File: src/rtl/scaler_chain.sv
// scaler_chain
//   Scaler stages FS02..FS(STAGES+1) as a binary counter that advances once
//   per falling edge of the timer's FS01_n. FS01_n is resynchronised
//   internally; all state changes on the rising edge of SIM_CLK.
//
// Parameters
//   STAGES      number of scaler stages after FS01 (FS[0] = FS02)
//   SYNC_STAGES depth of the FS01_n synchroniser (>= 1)
//
// Ports
//   SIM_CLK  in   clock
//   SIM_RST  in   asynchronous reset, active-low
//   FS01_n   in   first scaler stage, idle high; each fall is one advance
//   SCLR     in   synchronous clear, active-high (beats HOLD and advance)
//   HOLD     in   synchronous freeze, active-high; advances are dropped
//   FS       out  stage levels
//   FS_n     out  complement of FS
//   STG_STB  out  one-cycle pulse per bit on a 0->1 transition of FS
//   WRAP     out  one-cycle pulse when the count rolls from all-ones to zero
module scaler_chain #(
    parameter int STAGES      = 32,
    parameter int SYNC_STAGES = 2
) (
    input  logic              SIM_CLK,
    input  logic              SIM_RST,
    input  logic              FS01_n,
    input  logic              SCLR,
    input  logic              HOLD,
    output logic [STAGES-1:0] FS,
    output logic [STAGES-1:0] FS_n,
    output logic [STAGES-1:0] STG_STB,
    output logic              WRAP
);

    logic [SYNC_STAGES-1:0] sync;
    logic                   prev;
    logic [STAGES-1:0]      count;
    logic [STAGES-1:0]      count_inc;
    logic [STAGES-1:0]      stg_stb;
    logic                   wrap;
    logic                   adv;

    assign adv       = prev & ~sync[SYNC_STAGES-1];
    assign count_inc = count + 1'b1;

    // Synchroniser and edge-detect flops reset to the idle level of FS01_n,
    // so a low input already present at reset release is counted once.
    // They keep running through SCLR/HOLD so an edge seen then is consumed.
    always_ff @(posedge SIM_CLK or negedge SIM_RST) begin
        if (!SIM_RST) begin
            sync <= '1;
            prev <= 1'b1;
        end else begin
            sync[0] <= FS01_n;
            for (int i = 1; i < SYNC_STAGES; i++)
                sync[i] <= sync[i-1];
            prev <= sync[SYNC_STAGES-1];
        end
    end

    always_ff @(posedge SIM_CLK or negedge SIM_RST) begin
        if (!SIM_RST) begin
            count   <= '0;
            stg_stb <= '0;
            wrap    <= 1'b0;
        end else if (SCLR) begin
            count   <= '0;
            stg_stb <= '0;
            wrap    <= 1'b0;
        end else if (HOLD) begin
            stg_stb <= '0;
            wrap    <= 1'b0;
        end else if (adv) begin
            count   <= count_inc;
            // Only the lowest zero bit of the old count rises; none on wrap.
            stg_stb <= ~count & count_inc;
            wrap    <= &count;
        end else begin
            stg_stb <= '0;
            wrap    <= 1'b0;
        end
    end

    assign FS      = count;
    assign FS_n    = ~count;
    assign STG_STB = stg_stb;
    assign WRAP    = wrap;

endmodule

File: config.mk
export PLATFORM = sky130hd
export DESIGN_NAME = scaler_chain
export DESIGN_NICKNAME = d
export VERILOG_FILES = /design/src/rtl/scaler_chain.sv
export SDC_FILE = /design/constraint.sdc
export NUM_CORES = 1
export LEC_CHECK = 0
export ABC_AREA = 1
export CORE_UTILIZATION = 25
export CTS_CLUSTER_SIZE = 10
export DETAILED_ROUTE_END_ITERATION = 7
export PLACE_DENSITY_LB_ADDON = 0.15
export SLEW_MARGIN = 20
export SYNTH_ARGS = -nofsm -noshare
export SYNTH_HDL_FRONTEND = slang
export SYNTH_SLANG_ARGS = --single-unit
File: constraint.sdc
create_clock -name SIM_CLK -period 1.82 [get_ports SIM_CLK]
set_clock_uncertainty 0.15 [all_clocks]
set_input_delay 0.273 -clock SIM_CLK [delete_from_list [all_inputs] [get_ports SIM_CLK]]
set_output_delay 0.273 -clock SIM_CLK [all_outputs]
set_load 0.05 [all_outputs]
==> results of run 1 <==
[power by group through the flow]
stage	registers, mW	logic (mW)	clock network (mW)
CTS	1.52	0.128	1.93
floorplan	1.56	0.0389	0
global placement	1.55	0.126	0
global route	1.52	0.137	1.97
finish	1.52	0.123	1.86
detailed placement	1.55	0.126	0
[layout make-up]
cell class / instances / area [um^2] / share of cell area (%)
Clock buffer: 11 / 243 / 4.72
Multi-Input combinational cell: 168 / 1240 / 24.1
Timing Repair Buffer: 122 / 1310 / 25.5
Clock inverter: 5 / 75.1 / 1.46
Tap cell: 168 / 210 / 4.08
Inverter: 86 / 339 / 6.59
Sequential cell: 68 / 1730 / 33.5
[sequential cells by signal, indices dropped and copies added (netlist names)]
name	count
FS	32
STG_STB	32
WRAP	1
prev	1
sync	2
[cell usage in the layout, fill, tap and decap left out, drive strengths merged, types with 2 or more instances in the layout]
cell type / synthesis / final
clkinv: 0 / 3
nand4: 2 / 2
dfstp: 3 / 3
clkdlybuf4s50: 0 / 3
nand2: 26 / 26
clkinvlp: 0 / 3
nor2: 58 / 58
nand3: 10 / 10
nor3: 7 / 7
inv: 86 / 83
dfrtp: 65 / 65
clkbuf: 0 / 11
bufinv: 0 / 2
o22ai: 31 / 31
ha: 32 / 32
buf: 9 / 118
[critical path: stages, from the launching register on]
cell,delay (ns)
dfrtp_2,0.40
ha_4,0.16
nand3_4,0.08
inv_4,0.07
nand2_4,0.05
nor2_4,0.20
nand3_4,0.15
nor2_2,0.13
ha_1,0.23
o22ai_1,0.14
[what timing repair did]
action	CTS	global route
pin swaps	1	14
buffers inserted	0	7
setup endpoints to repair	3	23
endpoints found under the hold margin	65	0
resized for setup	1	30
hold buffers	1	0
[stage by stage]
step	cells	setup WS (ns)	setup TNS (ns)	hold WS, ns	instance area, um^2
after floorplan	331	-0.235	-3.04	-0.173	3230
after global placement	604	0.0569	0	0.174	4650
after detailed placement	604	-0.0314	-0.0611	0.171	4650
after CTS	621	0.0122	0	0.185	4980
after global routing	628	-0.123	-1.13	0.200	5150
final	628	-0.00602	-0.00982	0.203	5150
[cell families after synthesis]
group                    after synthesis  synth area share, %
AO/OA/AOI/OAI                         33                 6.50
adder cells (fa/ha/maj)               32                 12.6
buffers and inverters                 95                 11.6
flip-flops                            68                 53.7
AND/OR/NAND/NOR                      103                 15.6
[how the worst max path moves through the flow]
stage	startpoint	endpoint	slack, ns	depth (start not counted)
CTS	FS[1]	FS[26]	0.01	9
floorplan	FS[11]	FS[31]	-0.23	6
detailed placement	FS[1]	FS[30]	-0.03	9
global placement	FS[1]	FS[28]	0.06	9
global route	FS[0]	FS[30]	-0.12	9
finish	FS[0]	FS[28]	-0.006	9
[routing by layer]
metal	up-vias	GRT usage (%)	share of wire, %
li1	1275	-	-
met1	1211	16.2	45
met2	65	21.9	48
met3	12	4.18	5.8
met4	0	4.94	1.6
met5	-	0	0
==> flow_metrics.py, run 1 <==
metrics = {
    "status": {
        "status": "finished, violations left",
        "violations": "negative setup slack",
    },
    "drt": {
        "ant_nets": 0,
        "drtIter0Drc": 96,
        "vias": 2563,
        "wl_per_cell_um": 13.1,
        "wirelength_mm": 8.23,
        "first_pass_iters": 4,
        "drc_errors": 0,
        "drt-vias-per-instance": 4.08,
    },
    "yosys": {
        "ys_seq_area_share_pct": 53.7,
        "synth-edff-count": 0,
        "ys_top_cells_by_area": "dfrtp_1 (51%), ha_1 (13%), inv_1 (9.7%), nor2_1 (6.1%), o22ai_1 (6.1%)",
        "synth-seq-cells": 68,
        "yosysTopAreaCell": "dfrtp_1",
        "synthArstFlopShare_pct": 100,
        "netlist_top_cells_count": "inv_1 (82), dfrtp_1 (65), nor2_1 (52)",
        "yosysMostFrequentCell": "inv_1",
        "avgSynthCellArea_um2": 9.60,
        "synth_area_mm2": 0.00318,
        "synth_top_area_share_pct": 51.2,
        "netlist_instances": 331,
        "synth_fp_nets": 368,
        "synth_top_flop_cell": "dfrtp_1",
        "yosys_warnings": 0,
        "synth_cell_type_count": 21,
    },
    "timing": {
        "slew_violations": 0,
        "grt_setup_unrepaired": "true",
        "fin_crit_ns": 1.83,
        "postLayoutSetupSlackWorst_ns": -0.00602,
        "post-route-period-util_pct": 100,
        "slew-limit-headroom_pct": 73.2,
        "hold_viol_final": 0,
        "fmax_ghz": 0.548,
        "setup_viol": 2,
        "tightest_slew_ns": 0.403,
    },
    "place": {
        "hpwlAfterDp_mm": 5.80,
        "globalplace.congestion": 0.734,
        "port_buffers": 101,
    },
    "min_path": {
        "hold_class": "input port to flip-flop",
        "min-delay-start": "FS01_n",
        "hold_depth": 1,
        "worst_hold_path.endpoint": "sync[0]",
    },
    "power": {
        "p_leak_nw": 2.43,
        "pwr-share-comb_pct": 3.5,
        "finalPower_mw": 3.51,
        "p_seq_share_pct": 43.4,
        "ir_worst_vdd_v": 0.000425,
        "power.density_mw_per_mm2": 682,
        "p_int_mw": 2.79,
        "switching_share_pct": 20.6,
        "clkPwrFrac_pct": 53.1,
        "p_switching_uw": 722,
    },
    "worst_setup_path": {
        "start_kind": "flip-flop",
        "end_kind": "flip-flop",
        "crit_arrival_ns": 1.93,
        "reg2reg_to": "FS[28]",
        "critPathMaxFanout": 5,
        "worstPathRequired_ns": 1.92,
        "r2r_slack_ns": -0.006,
        "reg2reg_from": "FS[0]",
        "worstRegToRegCells": 9,
        "crit_type": "flip-flop to flip-flop",
    },
    "cells_and_area": {
        "fin_util_pct": 42.2,
        "syn_to_final_growth_pct": 62.0,
        "antenna_cells": 0,
        "drive_gt1_share_pct": 43.0,
        "fillers": 1250,
        "nets": 492,
    },
    "global_route": {
        "grt-ovfl-total": 0,
        "grt_max_degree": 69,
        "grt_pass1_wl_mm": 13.2,
        "grt_pass1_vias": 2553,
        "antenna_found_initial": 0,
        "track_usage_pct": 13.2,
    },
    "clocking": {
        "clk_pin_slew_worst_paths_ns": 0.06,
        "numClockSinks": 68,
        "root_buffer": "clkbuf_16",
        "htree_levels": 3,
        "cts_tree": "built",
        "cts_buffers": 9,
        "clock_latency_ns": 0.33,
        "clockBufferDepth": 2,
    },
    "job": {
        "cap_violations": 0,
    },
    "floorplan": {
        "fp.dieW_um": 115,
        "row_count": 40,
        "core-area_mm2": 0.0122,
        "ios": 102,
        "die_area_mm2": 0.0132,
        "fp.dieH_um": 115,
        "start_util_pct": 26.0,
    },
}
(Power assumes the default switching activity.)
==> run 2: changes to the inputs <==
--- a/config.mk
+++ b/config.mk
@@ -8,2 +8,3 @@
 export ABC_AREA = 1
+export CORE_ASPECT_RATIO = 0.7
 export CORE_UTILIZATION = 25
==> constraint.sdc (replaced) <==
create_clock -name SIM_CLK -period 1.8 [get_ports SIM_CLK]
set_clock_uncertainty 0.15 [all_clocks]
set_input_delay 0.27 -clock SIM_CLK [delete_from_list [all_inputs] [get_ports SIM_CLK]]
set_output_delay 0.27 -clock SIM_CLK [all_outputs]
set_load 0.005 [all_outputs]
==> run 2 against run 1 <==
Net effect: the flow still finishes with violations (negative setup slack); sequential power about the same; global-route usage grew 1.2 points; critical path type unchanged; non-clock buffer count rose by 36; largest power group unchanged; die area barely moved; worst hold slack got worse by 0.057 ns; critical endpoint is now FS[25].
==> flow_metrics.py, run 2 (same netlist as run 1, synthesis figures left out) <==
metrics = {
    "worst_setup_path": {
        "crit_path_frequent_cell": "nand3_4",
        "critPathMaxFanout": 5,
        "end_kind": "flip-flop",
        "start_kind": "flip-flop",
        "critPathMaxStageDelay_ns": 0.41,
        "crit_slowest_cell": "dfrtp_1",
        "crit_family": "simple AND/OR/NAND/NOR gates",
        "cp_num_buf_inv": 2,
        "worstPathRequired_ns": 1.90,
        "critical_path.cell_chain": "buf_6 > nand3_4 > inv_4 > nand2_4 > nor2_4 > nand3_4 > nor2_1 > ha_1 > o22ai_1",
        "crit_arrival_ns": 1.97,
        "crit_type": "flip-flop to flip-flop",
    },
    "clocking": {
        "htree_levels": 3,
        "numClockSinks": 68,
        "cts_buffers": 9,
        "clk_pin_slew_worst_paths_ns": 0.06,
        "cts_tree": "built",
        "clockBufferDepth": 2,
        "root_buffer": "clkbuf_16",
        "clock_latency_ns": 0.34,
    },
    "timing": {
        "whs_ns": 0.146,
        "hold_viol_final": 0,
        "fmax_ghz": 0.535,
        "postLayoutSetupSlackWorst_ns": -0.0690,
        "fin_crit_ns": 1.87,
        "post-route-period-util_pct": 104,
        "setup_viol": 13,
        "grt_setup_unrepaired": "true",
        "slew-limit-headroom_pct": 76.2,
        "slew_violations": 0,
        "tightest_slew_ns": 0.357,
    },
    "global_route": {
        "grt_pass1_vias": 2687,
        "grt_max_degree": 64,
        "grt_pass1_wl_mm": 13.8,
        "track_usage_pct": 14.4,
        "grt-ovfl-total": 0,
        "antenna_found_initial": 0,
    },
    "cells_and_area": {
        "seqCellArea_mm2": 0.00171,
        "layout_commonest_cell": "clkdlybuf4s50_1",
        "nets": 528,
        "syn_to_final_growth_pct": 67.5,
        "fillers": 1220,
        "multiInputGateArea_mm2": 0.00131,
        "antenna_cells": 0,
        "final_cell_mix": "clkdlybuf4s50_1 (76), dfrtp_1 (61), inv_1 (59), buf_4 (50), nor2_1 (42)",
        "fin_area_mm2": 0.00532,
        "drive_gt1_share_pct": 30.4,
    },
    "floorplan": {
        "core-area_mm2": 0.0124,
        "die_area_mm2": 0.0132,
        "fp.dieW_um": 137,
        "fp.dieH_um": 96.3,
        "row_count": 34,
        "start_util_pct": 25.6,
        "ios": 102,
    },
    "status": {
        "violations": "negative setup slack",
        "status": "finished, violations left",
    },
    "min_path": {
        "hold_class": "input port to async pin",
    },
    "drt": {
        "first_pass_iters": 4,
        "wl_per_cell_um": 13.6,
        "drtIter0Drc": 115,
        "drt-vias-per-instance": 4.08,
        "wirelength_mm": 8.95,
        "drc_errors": 0,
        "vias": 2682,
        "ant_nets": 0,
    },
    "power": {
        "power.density_mw_per_mm2": 605,
        "ir_worst_vdd_v": 0.000414,
        "p_leak_nw": 2.32,
        "finalPower_mw": 3.22,
    },
    "job": {
        "cap_violations": 0,
    },
    "place": {
        "dpl_cell_area_mm2": 0.00458,
        "globalplace.congestion": 0.838,
        "port_buffers": 101,
        "hpwlAfterDp_mm": 6.22,
    },
}
run 2: final timing paths:
| check | from | endpoint | slack, ns | depth (start not counted) |
|---|---|---|---|---|
| worst min register to register | sync[0] | sync[1] | 0.21 | 0 |
| min in group SIM_CLK | sync[0] | sync[1] | 0.21 | 0 |
| worst min-delay path | SIM_RST | STG_STB[13] | 0.15 | 2 |
| worst max-delay path | FS[0] | FS[25] | -0.07 | 9 |
| max in group asynchronous | SIM_RST | sync[0] | 0.77 | 3 |
| worst max register to register | FS[0] | FS[25] | -0.07 | 9 |
run 2: stage by stage:
stage	setup slack, ns	TNS (ns)	util [%]	instances
3_5_place_dp	-0.124	-0.435	36.9	610
5_1_grt	-0.171	-2.81	42.8	658
2_1_floorplan	0.0766	0	-	331
6_report	-0.0690	-0.443	42.8	658
4_1_cts	-0.0481	-0.364	40.4	647
3_3_place_gp	0.0143	0	36.9	610
run 2: area by class of cell:
type                            instances  share of cell area, %
Clock buffer                           10                   4.30
Clock inverter                          6                  0.611
Inverter                               86                   6.16
Multi-Input combinational cell        168                   24.7
Sequential cell                        68                   32.1
Tap cell                              162                   3.81
Timing Repair Buffer                  158                   28.3
run 2: where the power goes:
group / internal [mW] / leakage (nW) / switching, mW / total [mW]
registers: 1.54 / 0.933 / 0.00375 / 1.54
clock network: 0.918 / 0.132 / 0.643 / 1.56
logic: 0.0407 / 1.25 / 0.0765 / 0.117
run 2: repair_timing:
action,in CTS,in global routing
hold buffers,1,0
setup buffers,20,12
hold endpoints to repair,65,0
setup endpoints to repair,37,64
pin swaps,6,27
resized for setup,40,59
run 2: per-layer routing:
layer	vias up	routed length (um)	GRT usage, %
li1	1356	-	-
met1	1249	4450	19.4
met2	66	3930	21.3
met3	11	456	5.00
met4	0	108	5.00
met5	-	0	0
